### src/rtl/axi_read_master.sv
// axi_read_master: splits one byte-addressed read command into 4 KB-safe AXI4 INCR bursts and streams R data out.
// Define AXI_READ_MASTER_RRESP_CHECK_EN to build the sticky read_err check on rresp and rlast.
module axi_read_master #(
    parameter int AXI_ADDR_BITWIDTH = 29,
    parameter int AXI_DATA_BITWIDTH = 128,
    parameter int MAX_BURST         = 16
) (
    input  logic                         sys_clk,
    input  logic                         sys_rst_n,
    input  logic                         cmd_start,
    input  logic [AXI_ADDR_BITWIDTH-1:0] cmd_addr,
    input  logic [AXI_ADDR_BITWIDTH-1:0] cmd_len,
    output logic                         cmd_done,
    input  logic                         axis_ready,
    output logic                         axis_valid,
    output logic [AXI_DATA_BITWIDTH-1:0] axis_data,
    output logic                         axis_last,
    output logic [AXI_ADDR_BITWIDTH-1:0] m_axi_araddr,
    output logic [7:0]                   m_axi_arlen,
    output logic [2:0]                   m_axi_arsize,
    output logic [1:0]                   m_axi_arburst,
    output logic                         m_axi_arvalid,
    input  logic                         m_axi_arready,
    input  logic [AXI_DATA_BITWIDTH-1:0] m_axi_rdata,
    input  logic [1:0]                   m_axi_rresp,
    input  logic                         m_axi_rlast,
    input  logic                         m_axi_rvalid,
    output logic                         m_axi_rready,
    output logic                         read_err
);
    localparam int AW    = AXI_ADDR_BITWIDTH;
    localparam int BYTES = AXI_DATA_BITWIDTH / 8;
    localparam int LG    = $clog2(BYTES);

    typedef enum logic [1:0] {IDLE, CALC, AR, RD} state_t;

    state_t        r_state, w_next;
    logic          r_cmd_done;
    logic [AW-1:0] r_cur_addr, r_rem_beats, r_araddr;
    logic [7:0]    r_arlen;
    logic [8:0]    r_burst_beats, r_beat_cnt, w_burst_beats;
    logic [12:0]   w_page_beats, w_cap;
    logic          w_rhs, w_burst_end, w_accept;

    // Beats left before the next 4 KB page, then clamped by MAX_BURST and the remaining length.
    assign w_page_beats  = (13'h1000 - {1'b0, r_cur_addr[11:0]}) >> LG;
    assign w_cap         = (w_page_beats < 13'(MAX_BURST)) ? w_page_beats : 13'(MAX_BURST);
    assign w_burst_beats = (r_rem_beats < AW'(w_cap)) ? r_rem_beats[8:0] : w_cap[8:0];

    assign w_accept    = (r_state == IDLE) && cmd_start && r_cmd_done;
    assign w_rhs       = (r_state == RD) && m_axi_rvalid && axis_ready;
    assign w_burst_end = (r_beat_cnt == r_burst_beats - 9'd1);

    always_ff @(posedge sys_clk or negedge sys_rst_n) begin
        if (!sys_rst_n) r_state <= IDLE;
        else            r_state <= w_next;
    end

    always_comb begin
        w_next = r_state;
        case (r_state)
            IDLE:    w_next = w_accept ? CALC : IDLE;
            CALC:    w_next = (r_rem_beats == '0) ? IDLE : AR;
            AR:      w_next = m_axi_arready ? RD : AR;
            RD:      w_next = (w_rhs && w_burst_end) ? CALC : RD;
            default: w_next = IDLE;
        endcase
    end

    always_ff @(posedge sys_clk or negedge sys_rst_n) begin
        if (!sys_rst_n) begin
            r_cmd_done    <= 1'b0;
            r_cur_addr    <= '0;
            r_rem_beats   <= '0;
            r_araddr      <= '0;
            r_arlen       <= '0;
            r_burst_beats <= '0;
            r_beat_cnt    <= '0;
        end else begin
            r_cmd_done <= (w_next == IDLE);
            case (r_state)
                IDLE: if (w_accept) begin
                    r_cur_addr  <= cmd_addr;
                    r_rem_beats <= cmd_len >> LG;
                end
                CALC: if (r_rem_beats != '0) begin
                    r_burst_beats <= w_burst_beats;
                    r_araddr      <= r_cur_addr;
                    r_arlen       <= 8'(w_burst_beats - 9'd1);
                end
                AR: if (m_axi_arready) r_beat_cnt <= '0;
                RD: if (w_rhs) begin
                    r_beat_cnt <= r_beat_cnt + 9'd1;
                    if (w_burst_end) begin
                        r_rem_beats <= r_rem_beats - AW'(r_burst_beats);
                        r_cur_addr  <= r_cur_addr + (AW'(r_burst_beats) << LG);
                    end
                end
                default: ;
            endcase
        end
    end

    assign cmd_done      = r_cmd_done;
    assign m_axi_araddr  = r_araddr;
    assign m_axi_arlen   = r_arlen;
    assign m_axi_arsize  = 3'(LG);
    assign m_axi_arburst = 2'b01;
    assign m_axi_arvalid = (r_state == AR);
    assign m_axi_rready  = (r_state == RD) && axis_ready;
    assign axis_valid    = (r_state == RD) && m_axi_rvalid;
    assign axis_data     = m_axi_rdata;
    // Only the final beat of the final burst closes the stream.
    assign axis_last     = (r_state == RD) && w_burst_end && (r_rem_beats == AW'(r_burst_beats));

`ifdef AXI_READ_MASTER_RRESP_CHECK_EN
    logic r_read_err;
    always_ff @(posedge sys_clk or negedge sys_rst_n) begin
        if (!sys_rst_n)
            r_read_err <= 1'b0;
        else if (w_rhs && ((m_axi_rresp != 2'b00) || (m_axi_rlast != w_burst_end)))
            r_read_err <= 1'b1;
    end
    assign read_err = r_read_err;
`else
    logic w_unused;
    assign w_unused = ^{m_axi_rresp, m_axi_rlast};
    assign read_err = 1'b0;
`endif
endmodule
### config.mk
export PLATFORM = sky130hd
export DESIGN_NAME = axi_read_master
export DESIGN_NICKNAME = d
export VERILOG_FILES = /design/src/rtl/axi_read_master.sv
export SDC_FILE = /design/constraint.sdc
export NUM_CORES = 1
export LEC_CHECK = 0
export CORE_UTILIZATION = 38
export CTS_BUF_LIST = sky130_fd_sc_hd__clkbuf_8 sky130_fd_sc_hd__clkbuf_16
export DETAILED_ROUTE_END_ITERATION = 10
export HOLD_SLACK_MARGIN = 0.12
export PLACE_DENSITY = 0.77
export SLEW_MARGIN = 15
export SYNTH_ARGS = -nofsm -noshare
export SYNTH_HDL_FRONTEND = slang
export SYNTH_SLANG_ARGS = --single-unit
### constraint.sdc
create_clock -name sys_clk -period 3.8 [get_ports sys_clk]
set_clock_uncertainty 0.1 [all_clocks]
set_input_delay 0.76 -clock sys_clk [delete_from_list [all_inputs] [get_ports sys_clk]]
set_output_delay 0.76 -clock sys_clk [all_outputs]
set_load 0.005 [all_outputs]
==> Word-level counts from Yosys, hierarchy flattened <==
Index checks and enable logic that the tools add are counted.
{ "word_totals": {"ff_bits": 116, "inputBits": 195, "out_inout_bits": 176, "word_cells": 60} }
{ "op_classes": {"addsub": 6, "n_lt_le_gt_ge": 2, "eq_ne": 9, "muxes": 18, "n_reduce_logical": 17} }
{ "ops": {"columns": ["cell", "count"], "rows": [
  ["two-way mux 29 bit", 6],
  ["one-hot mux 29 bit (2 select lines)", 2],
  ["two-way mux 9 bit", 4],
  ["adder 29 x 13 -> 29 bit", 1],
  ["equality test 29 x 9 -> 1 bit", 1],
  ["logical NOT 29 bit", 1],
  ["< comparator 29 x 9 -> 1 bit", 1],
  ["nonzero test 29 bit", 1],
  ["subtractor 29 x 9 -> 29 bit", 1],
  ["one-hot mux 9 bit (2 select lines)", 1],
  ["subtractor 13 x 12 -> 13 bit (first input constant)", 1],
  ["adder 9 x 1 -> 9 bit (second input constant)", 1],
  ["equality test 9 bit", 1],
  ["< comparator 9 x 5 -> 1 bit (second input constant)", 1],
  ["subtractor 9 x 1 -> 9 bit (second input constant)", 1],
  ["logical AND 1 bit", 8],
  ["one-hot mux 2 bit (4 select lines)", 1],
  ["subtractor 8 x 1 -> 8 bit (second input constant)", 1],
  ["!= test 2 bit (second input constant)", 3],
  ["equality test 2 bit (second input constant)", 2],
  ["logical NOT 2 bit", 2],
  ["two-way mux 2 bit", 2],
  ["AND reduction 4 bit", 1],
  ["nonzero test 2 bit", 2],
  ["5 further kinds", 6]
]} }

==> Depth between registers and ports, before layout <==
Gate-level depths: netlist of the first run.
{ "logic_depth": {"word_depth": 7, "ltp_mapped": 19} }

==> Worst setup path after synthesis of the first run <==
No wires, ideal clock.
{ "synth_path": {"path_type": "register to register", "startpoint": "register r_cur_addr[0]", "endpoint": "register r_arlen[4], in the netlist m_axi_arlen[4]", "arrival_ns": 3.843, "required_ns": 3.573, "setup_slack_ns": -0.270, "stages_incl_launch_ff": 19, "path_buffers": 1, "cell_sequence": "dfrtp_1 > or4_1 > or3_1 > or2_2 > xor2_1 > nand2_1 > ha_1 > a21oi_1 > nand2_1 > nor4_1 > o311a_1 > buf_2 > mux2i_1 > ha_1 > and3_1 > xnor2_1 > nand2_1 > o31ai_1 > o21ai_0"} }
{ "synth_between": {"elab_chain_cells": 6} }
{ "synth_lines": {"columns": ["item", "line", "rtl"], "rows": [
  ["start: declaration", "39", "logic [AW-1:0] r_cur_addr, r_rem_beats, r_araddr;"],
  ["start signal: assignment", "83", "r_cur_addr <= cmd_addr;"],
  ["start signal: assignment", "96", "r_cur_addr <= r_cur_addr + (AW'(r_burst_beats) << LG);"],
  ["subtractor 13 x 12 -> 13 bit *", "46", "assign w_page_beats = (13'h1000 - {1'b0, r_cur_addr[11:0]}) >> LG;"],
  ["< comparator 9 x 5 -> 1 bit", "47", "assign w_cap = (w_page_beats < 13'(MAX_BURST)) ? w_page_beats : 13'(MAX_BURST);"],
  ["two-way mux 9 bit *", "47", null],
  ["< comparator 29 x 9 -> 1 bit", "48", "assign w_burst_beats = (r_rem_beats < AW'(w_cap)) ? r_rem_beats[8:0] : w_cap[8:0];"],
  ["two-way mux 9 bit *", "48", null],
  ["subtractor 8 x 1 -> 8 bit *", "89", "r_arlen <= 8'(w_burst_beats - 9'd1);"],
  ["end signal: assignment", "89", null],
  ["end: declaration", "40", "logic [7:0] r_arlen;"]
]} }
Every way passes the cells marked *; elsewhere a longest branch is shown, timed or not.
A chain may end at the register's enable or synchronous reset.

==> Final worst setup path of the first run <==
{ "layout_path": {"startpoint": "register r_cur_addr[1]", "endpoint": "register r_arlen[4], in the netlist m_axi_arlen[4]"} }
The elaborated chain is that of the path after synthesis.

==> results of run 1 <==
## power groups by stage
stage                     Combinational (W)  Sequential [W]  Clock (W)
after floorplan                    0.000188         0.00130          0
after global placement             0.000169         0.00132          0
final                              0.000175         0.00130    0.00157
after global routing               0.000198         0.00130    0.00165
after CTS                          0.000178         0.00130    0.00160
after detailed placement           0.000173         0.00132          0
## cell usage in the layout, fill, tap and decap left out, types with 10 or more instances in the layout
master / netlist / final
o22ai_1: 15 / 15
a211oi_1: 13 / 13
nor3_1: 17 / 16
nand2_1: 104 / 102
a31oi_1: 11 / 11
dfrtp_1: 116 / 116
ha_1: 29 / 26
buf_4: 136 / 48
inv_1: 26 / 26
nor2_1: 64 / 64
and3_1: 14 / 13
o21a_1: 13 / 13
o32ai_1: 10 / 10
clkdlybuf4s50_1: 0 / 100
mux2_1: 12 / 12
or4_1: 14 / 10
conb_1: 2 / 10
or3_1: 15 / 13
a21oi_1: 73 / 71
nand3_1: 26 / 26
xor2_1: 16 / 16
xnor2_1: 16 / 15
o21ai_0: 45 / 42
clkbuf_16: 0 / 17
mux2_2: 15 / 15
## kinds of logic (layout without fill, tap and decap cells)
logic type | after synthesis | in the layout | share of synthesized area (%)
and+or+nand+nor | 299 | 299 | 17.7
AOI/OAI and AO/OA | 224 | 224 | 17.4
buffers and inverters | 200 | 208 | 15.8
DFF | 116 | 116 | 35.9
xor gates and xnor gates | 33 | 33 | 3.76
muxes | 32 | 32 | 4.38
adders and majority gates | 31 | 31 | 4.98
other | 2 | 10 | 0.0928
## registers in the layout (all words and copies together) (netlist names)
name	flops
cmd_done	1
r_state	2
r_beat_cnt	9
r_cur_addr	29
r_burst_beats	9
m_axi_arlen	8
r_rem_beats	29
m_axi_araddr	29
## worst paths after layout
kind / to / slack, ps / startpoint
max: m_axi_arlen[4]$_DFFE_PN0P_ / -150 / r_cur_addr[1]$_DFFE_PN0P_
min: m_axi_araddr[10]$_DFFE_PN0P_ / 250 / sys_rst_n
max reg2reg: m_axi_arlen[4]$_DFFE_PN0P_ / -150 / r_cur_addr[1]$_DFFE_PN0P_
min reg2reg: m_axi_arlen[0]$_DFFE_PN0P_ / 380 / m_axi_arlen[0]$_DFFE_PN0P_
max in group asynchronous: m_axi_araddr[24]$_DFFE_PN0P_ / 2560 / sys_rst_n
min in group sys_clk: m_axi_arlen[0]$_DFFE_PN0P_ / 380 / m_axi_arlen[0]$_DFFE_PN0P_
## through the flow
step / setup WS, ps / power [W]
6_report: -154 / 0.00304
5_1_grt: -319 / 0.00315
4_1_cts: -117 / 0.00308
3_5_place_dp: -155 / 0.00149
3_3_place_gp: -88.9 / 0.00149
2_1_floorplan: 28.1 / 0.00149
## cell usage after synthesis (10+ instances only)
library cell  instances  area (um^2)
buf_4               136         1020
dfrtp_1             116         2900
nand2_1             104          390
a21oi_1              73          365
nor2_1               64          240
o21ai_0              45          225
clkbuf_1             31          116
ha_1                 29          363
inv_1                26         97.6
nand3_1              26          130
nor3_1               17         85.1
xnor2_1              16          140
xor2_1               16          140
mux2_2               15          169
o22ai_1              15         93.8
or3_1                15         93.8
and3_1               14         87.6
or4_1                14          105
a211oi_1             13         97.6
o21a_1               13         97.6
mux2_1               12          135
a31oi_1              11         68.8
o32ai_1              10         87.6
## metal layers
metal	vias up	part of all wire, %
met5	-	0
met4	0	2.0
met3	47	6.8
met2	252	47
met1	3261	45
li1	3201	-
## what timing repair did
action                                  4_1_cts  5_1_grt
resized for setup                            15        5
pin swaps                                     6        4
endpoints found under the setup margin        3        6
setup buffers                                 8        2
hold buffers                                  0        0
## final cells by class
cell class,instances,area [um^2],share of cell area [%]
clock buffer,17,425,4.53
clock inverter,15,149,1.59
inverter,26,97.6,1.04
multi-input combinational,629,4070,43.4
sequential,116,2900,30.9
tap,275,344,3.66
timing repair buffer,150,1400,14.9
==> results_dict.tcl, run 1 <==
set metrics [dict create \
    overflow 0 \
    p_leak_nw 4.18 \
    drive_gt1_share_pct 13.0 \
    slowest_delay_ps 580 \
    synthFlopType "dfrtp_1" \
    die_y_um 148 \
    clock-sinks 116 \
    grt_max_degree 65 \
    cpMaxStageDelayCell "or4_4" \
    cp.depth 17 \
    period_minus_slack_ps 3950 \
    finalHoldViolations 0 \
    die-area_mm2 0.0219 \
    hp-class "input port to async pin" \
    power_density_mw_per_mm2 323 \
    fin_cells 1228 \
    grt_use_met1_pct 26.2 \
    drc_errors 0 \
    syn_avg_cell_area_um2 8.64 \
    initial_utilization_pct 38.6 \
    pwr-share-clk_pct 51.5 \
    timing.final.crit_share_pct 104 \
    yosysUniqueCellTypes 59 \
    status "finished, violations left" \
    p_switching_w 0.000769 \
    core-area_mm2 0.0210 \
    fillers 2079 \
    use_met2_pct 31.4 \
    antenna_found_initial 0 \
    worstPathArrival_ps 4160 \
    rsz0062_at_grt "yes" \
    finalSetupTns_ps -340 \
    ys_ff_latch 116 \
    finalWorstSetupSlack_ps -154 \
    path_class "flip-flop to flip-flop" \
    p_sw_share_pct 25.3 \
    ys.warnings.count 0 \
    crit_top_cell "nand2_1" \
    die_x_um 148 \
    portBuffers 101 \
    r2r.worst_path.cells 17 \
    worst_setup_path_end_kind "flip-flop" \
    crit_buf_inv 0 \
    synth_edf_count 0 \
    fin_area_mm2 0.00939 \
    grt_pass1_vias 6626 \
    syn2layout_area_growth_pct 16.1 \
    worstMarginPinSlew_ps 810 \
    cts_buffers 17 \
    path_max_fanout 5 \
    syn-cell-area_mm2 0.00809 \
    cts.reportedPaths.clkPinSlew_ps 60 \
    ioPinCount 371 \
    async_reset_ff_share_pct 100 \
    slew_viol_final 0 \
    wl_per_cell_um 16.8 \
    worstPathRequired_ps 4010 \
    drt-pass1-iter-count 5 \
    grt_usage_pct 19.8 \
    grt_busiest_layer "met2" \
    fmax_mhz 253 \
    start_kind "flip-flop" \
    htree_levels 4 \
    p_int_w 0.00227 \
    cp_cell_sequence "or4_4 > or3_4 > or2_4 > xor2_1 > nand2_1 > ha_4 > a21oi_2 > nand2_2 > nor4_2 > o311a_1 > mux2i_2 > ha_2 > and3_4 > xnor2_2 > nand2_1 > o31ai_1 > o21ai_1" \
    final_nets 1166 \
    vias_per_cell 5.51 \
    slew_headroom_pct 45.5 \
    cts-root-buf "clkbuf_16" \
    drt-total-wl_um 20700 \
    power_frac_comb_pct 5.8 \
    numPlacedInstances 1186 \
    cp_top_family "simple AND/OR/NAND/NOR gates" \
    routabilityCongestion 0.901 \
    ir_worst_vdd_uv 328 \
    tritoncts "done" \
    num_antenna_cells 0 \
    syn_inst 937 \
    dr.first_iter.drc_count 492 \
    clockBufferDepth 2 \
    rows 53 \
    whs_ps 252 \
    grt_pass1_wl_um 34300 \
    violations "setup timing" \
    final_antenna_net_count 0 \
    met3_usage_pct 4.91 \
    power_frac_seq_pct 42.7 \
    dr_total_vias 6761 \
    maxCapViolations 0 \
    ys_seq_area_share_pct 35.9 \
    place_area_mm2 0.00866 \
    clk_latency_ps 430 \
    finish.utilization_pct 44.8 \
    dp_hpwl_um 14800 \
    setup_violations 3 \
]
No activity file was read; power rests on OpenSTA's default activity.
==> inputs of run 2 (changes only) <==
CELL_PAD_IN_SITES_DETAIL_PLACEMENT = 1   (was default)
CELL_PAD_IN_SITES_GLOBAL_PLACEMENT = 1   (was default)
CORE_UTILIZATION = 28   (was 38)
CTS_BUF_LIST = sky130_fd_sc_hd__clkbuf_4   (was sky130_fd_sc_hd__clkbuf_8 sky130_fd_sc_hd__clkbuf_16)
PLACE_DENSITY = default   (was 0.77)
PLACE_DENSITY_LB_ADDON = 0.1   (was default)
==> results_dict.tcl, run 2 (synthesis results as in run 1) <==
set metrics [dict create \
    cp_top_family "simple AND/OR/NAND/NOR gates" \
    grt_pass1_wl_um 39000 \
    period_minus_slack_ps 4000 \
    routabilityCongestion 0.779 \
    place_area_mm2 0.00890 \
    layout.cells.most_common "dfrtp_1" \
    pwr-share-clk_pct 40.5 \
    drt-pass1-iter-count 4 \
    ioPinCount 371 \
    post-place-ws_ps -325 \
    power_density_mw_per_mm2 265 \
    p_total_w 0.00247 \
    dr_total_vias 6648 \
    final_antenna_net_count 0 \
    grt_usage_pct 17.2 \
    portBuffers 101 \
    cpMaxStageDelayCell "or4_4" \
    die_x_um 172 \
    dr.first_iter.drc_count 265 \
    ir_worst_vdd_uv 145 \
    overflow 0 \
    p_leak_nw 4.10 \
    num_antenna_cells 0 \
    crit_top_cell "nand2_1" \
    wl_per_cell_um 18.0 \
    finalSetupTns_ps -401 \
    tritoncts "done" \
    slew_headroom_pct 39.7 \
    p_int_w 0.00176 \
    cts-root-buf "clkbuf_4" \
    fin_area_mm2 0.00932 \
    initial_utilization_pct 28.8 \
    p_sw_share_pct 28.6 \
    grt_pass1_vias 6927 \
    finalHoldViolations 0 \
    clock-sinks 116 \
    setup_violations 3 \
    antenna_found_initial 0 \
    rows 61 \
    drt-total-wl_um 24200 \
    clockBufferDepth 2 \
    worstPathRequired_ps 4140 \
    violations "setup timing" \
    multi_input_area_mm2 0.00406 \
    worstPathArrival_ps 4340 \
    start_kind "flip-flop" \
    slowest_delay_ps 590 \
    maxCapViolations 0 \
    p_switching_w 0.000706 \
    die_y_um 172 \
    syn2layout_area_growth_pct 15.2 \
    seq_area_mm2 0.00290 \
    path_class "flip-flop to flip-flop" \
    cts_buffers 17 \
    clk_latency_ps 550 \
    rsz0062_at_grt "yes" \
    crit_buf_inv 0 \
    worst_setup_path_end_kind "flip-flop" \
    cts.reportedPaths.clkPinSlew_ps 120 \
    power_frac_seq_pct 52.5 \
    htree_levels 4 \
    fmax_mhz 250 \
    slew_viol_final 0 \
    dp_hpwl_um 17500 \
    timing.final.crit_share_pct 105 \
    power_frac_comb_pct 7.1 \
    core-area_mm2 0.0281 \
    path_max_fanout 5 \
    grt_max_degree 69 \
    cp_cell_sequence "or4_4 > or3_4 > or2_4 > xor2_1 > nand2_1 > ha_4 > a21oi_2 > nand2_2 > nor4_2 > o311a_1 > mux2i_1 > ha_2 > and3_4 > xnor2_2 > nand2_1 > o31ai_2 > o21ai_1" \
    status "finished, violations left" \
    hp-class "flip-flop to flip-flop" \
    die-area_mm2 0.0296 \
    finalWorstSetupSlack_ps -198 \
    drc_errors 0 \
    whs_ps 387 \
    vias_per_cell 4.96 \
    final_nets 1176 \
    worstMarginPinSlew_ps 903 \
    drive_gt1_share_pct 13.9 \
    fillers 3358 \
    final_cell_mix "dfrtp_1 (116), nand2_1 (102), clkdlybuf4s50_1 (99), a21oi_1 (70), nor2_1 (64)" \
]
run 2: cell count changes in the layout (fill, tap and decap cells not counted), sizes merged:
cell,before,now
buf,50,59
clkinvlp,4,2
inv,31,33
bufinv,1,2
clkdlybuf4s50,100,99
clkinv,5,4
dlygate4sd2,0,1
dlygate4sd3,0,1
run 2: area by class of cell:
type	count	area share (%)
flip-flops and latches	116	31.1
multi-input cells	629	43.5
repair buffers	160	16.0
inverters	26	1.05
well taps	378	5.07
clock inverters	15	1.83
clock buffers	17	1.37
run 2: repair_timing:
action	4_1_cts	5_1_grt
buffers inserted	5	1
hold buffers	1	0
pin swaps	6	5
hold endpoints to repair	8	0
gates resized for setup	12	7
setup endpoints to repair	6	11
run 2: per-layer routing:
metal  GRT usage (%)  up-vias  wire [um]
li1                -     3220          -
met1            22.7     3261      11500
met2            28.6      122      11500
met3            2.98       45        772
met4            4.81        0        325
met5               0        -          0
run 2: worst paths after layout:
path,slack (ps),end,cells after the start,from
min in group asynchronous,470,m_axi_araddr[7]$_DFFE_PN0P_,2,sys_rst_n
worst max-delay path,-200,m_axi_arlen[4]$_DFFE_PN0P_,17,r_cur_addr[0]$_DFFE_PN0P_
worst min register to register,390,m_axi_arlen[3]$_DFFE_PN0P_,1,m_axi_arlen[3]$_DFFE_PN0P_
max in group asynchronous,2360,r_rem_beats[22]$_DFFE_PN0P_,3,sys_rst_n
worst min-delay path,390,m_axi_arlen[3]$_DFFE_PN0P_,1,m_axi_arlen[3]$_DFFE_PN0P_
worst max register to register,-200,m_axi_arlen[4]$_DFFE_PN0P_,17,r_cur_addr[0]$_DFFE_PN0P_
run 2: worst register-to-register path, stage by stage, from the launching register on:
cell	delay (ps)
dfrtp_1	400
or4_4	590
or3_4	360
or2_4	240
xor2_1	130
nand2_1	120
ha_4	250
a21oi_2	140
nand2_2	70
nor4_2	180
o311a_1	300
mux2i_1	280
ha_2	240
and3_4	200
xnor2_2	100
nand2_1	80
o31ai_2	60
o21ai_1	80
run 2: metrics by stage:
step                util, %  std cells
floorplan                 -        945
global placement       31.7       1302
detailed placement     31.7       1302
CTS                    33.1       1340
global route           33.2       1341
finish                 33.2       1341
run 2: power groups by stage:
stage | registers (W) | clock network [W] | logic, W
2_1_floorplan | 0.00130 | 0 | 0.000188
4_1_cts | 0.00130 | 0.00105 | 0.000182
5_1_grt | 0.00130 | 0.00109 | 0.000195
6_report | 0.00130 | 0.000999 | 0.000175
3_3_place_gp | 0.00132 | 0 | 0.000177
3_5_place_dp | 0.00132 | 0 | 0.000179
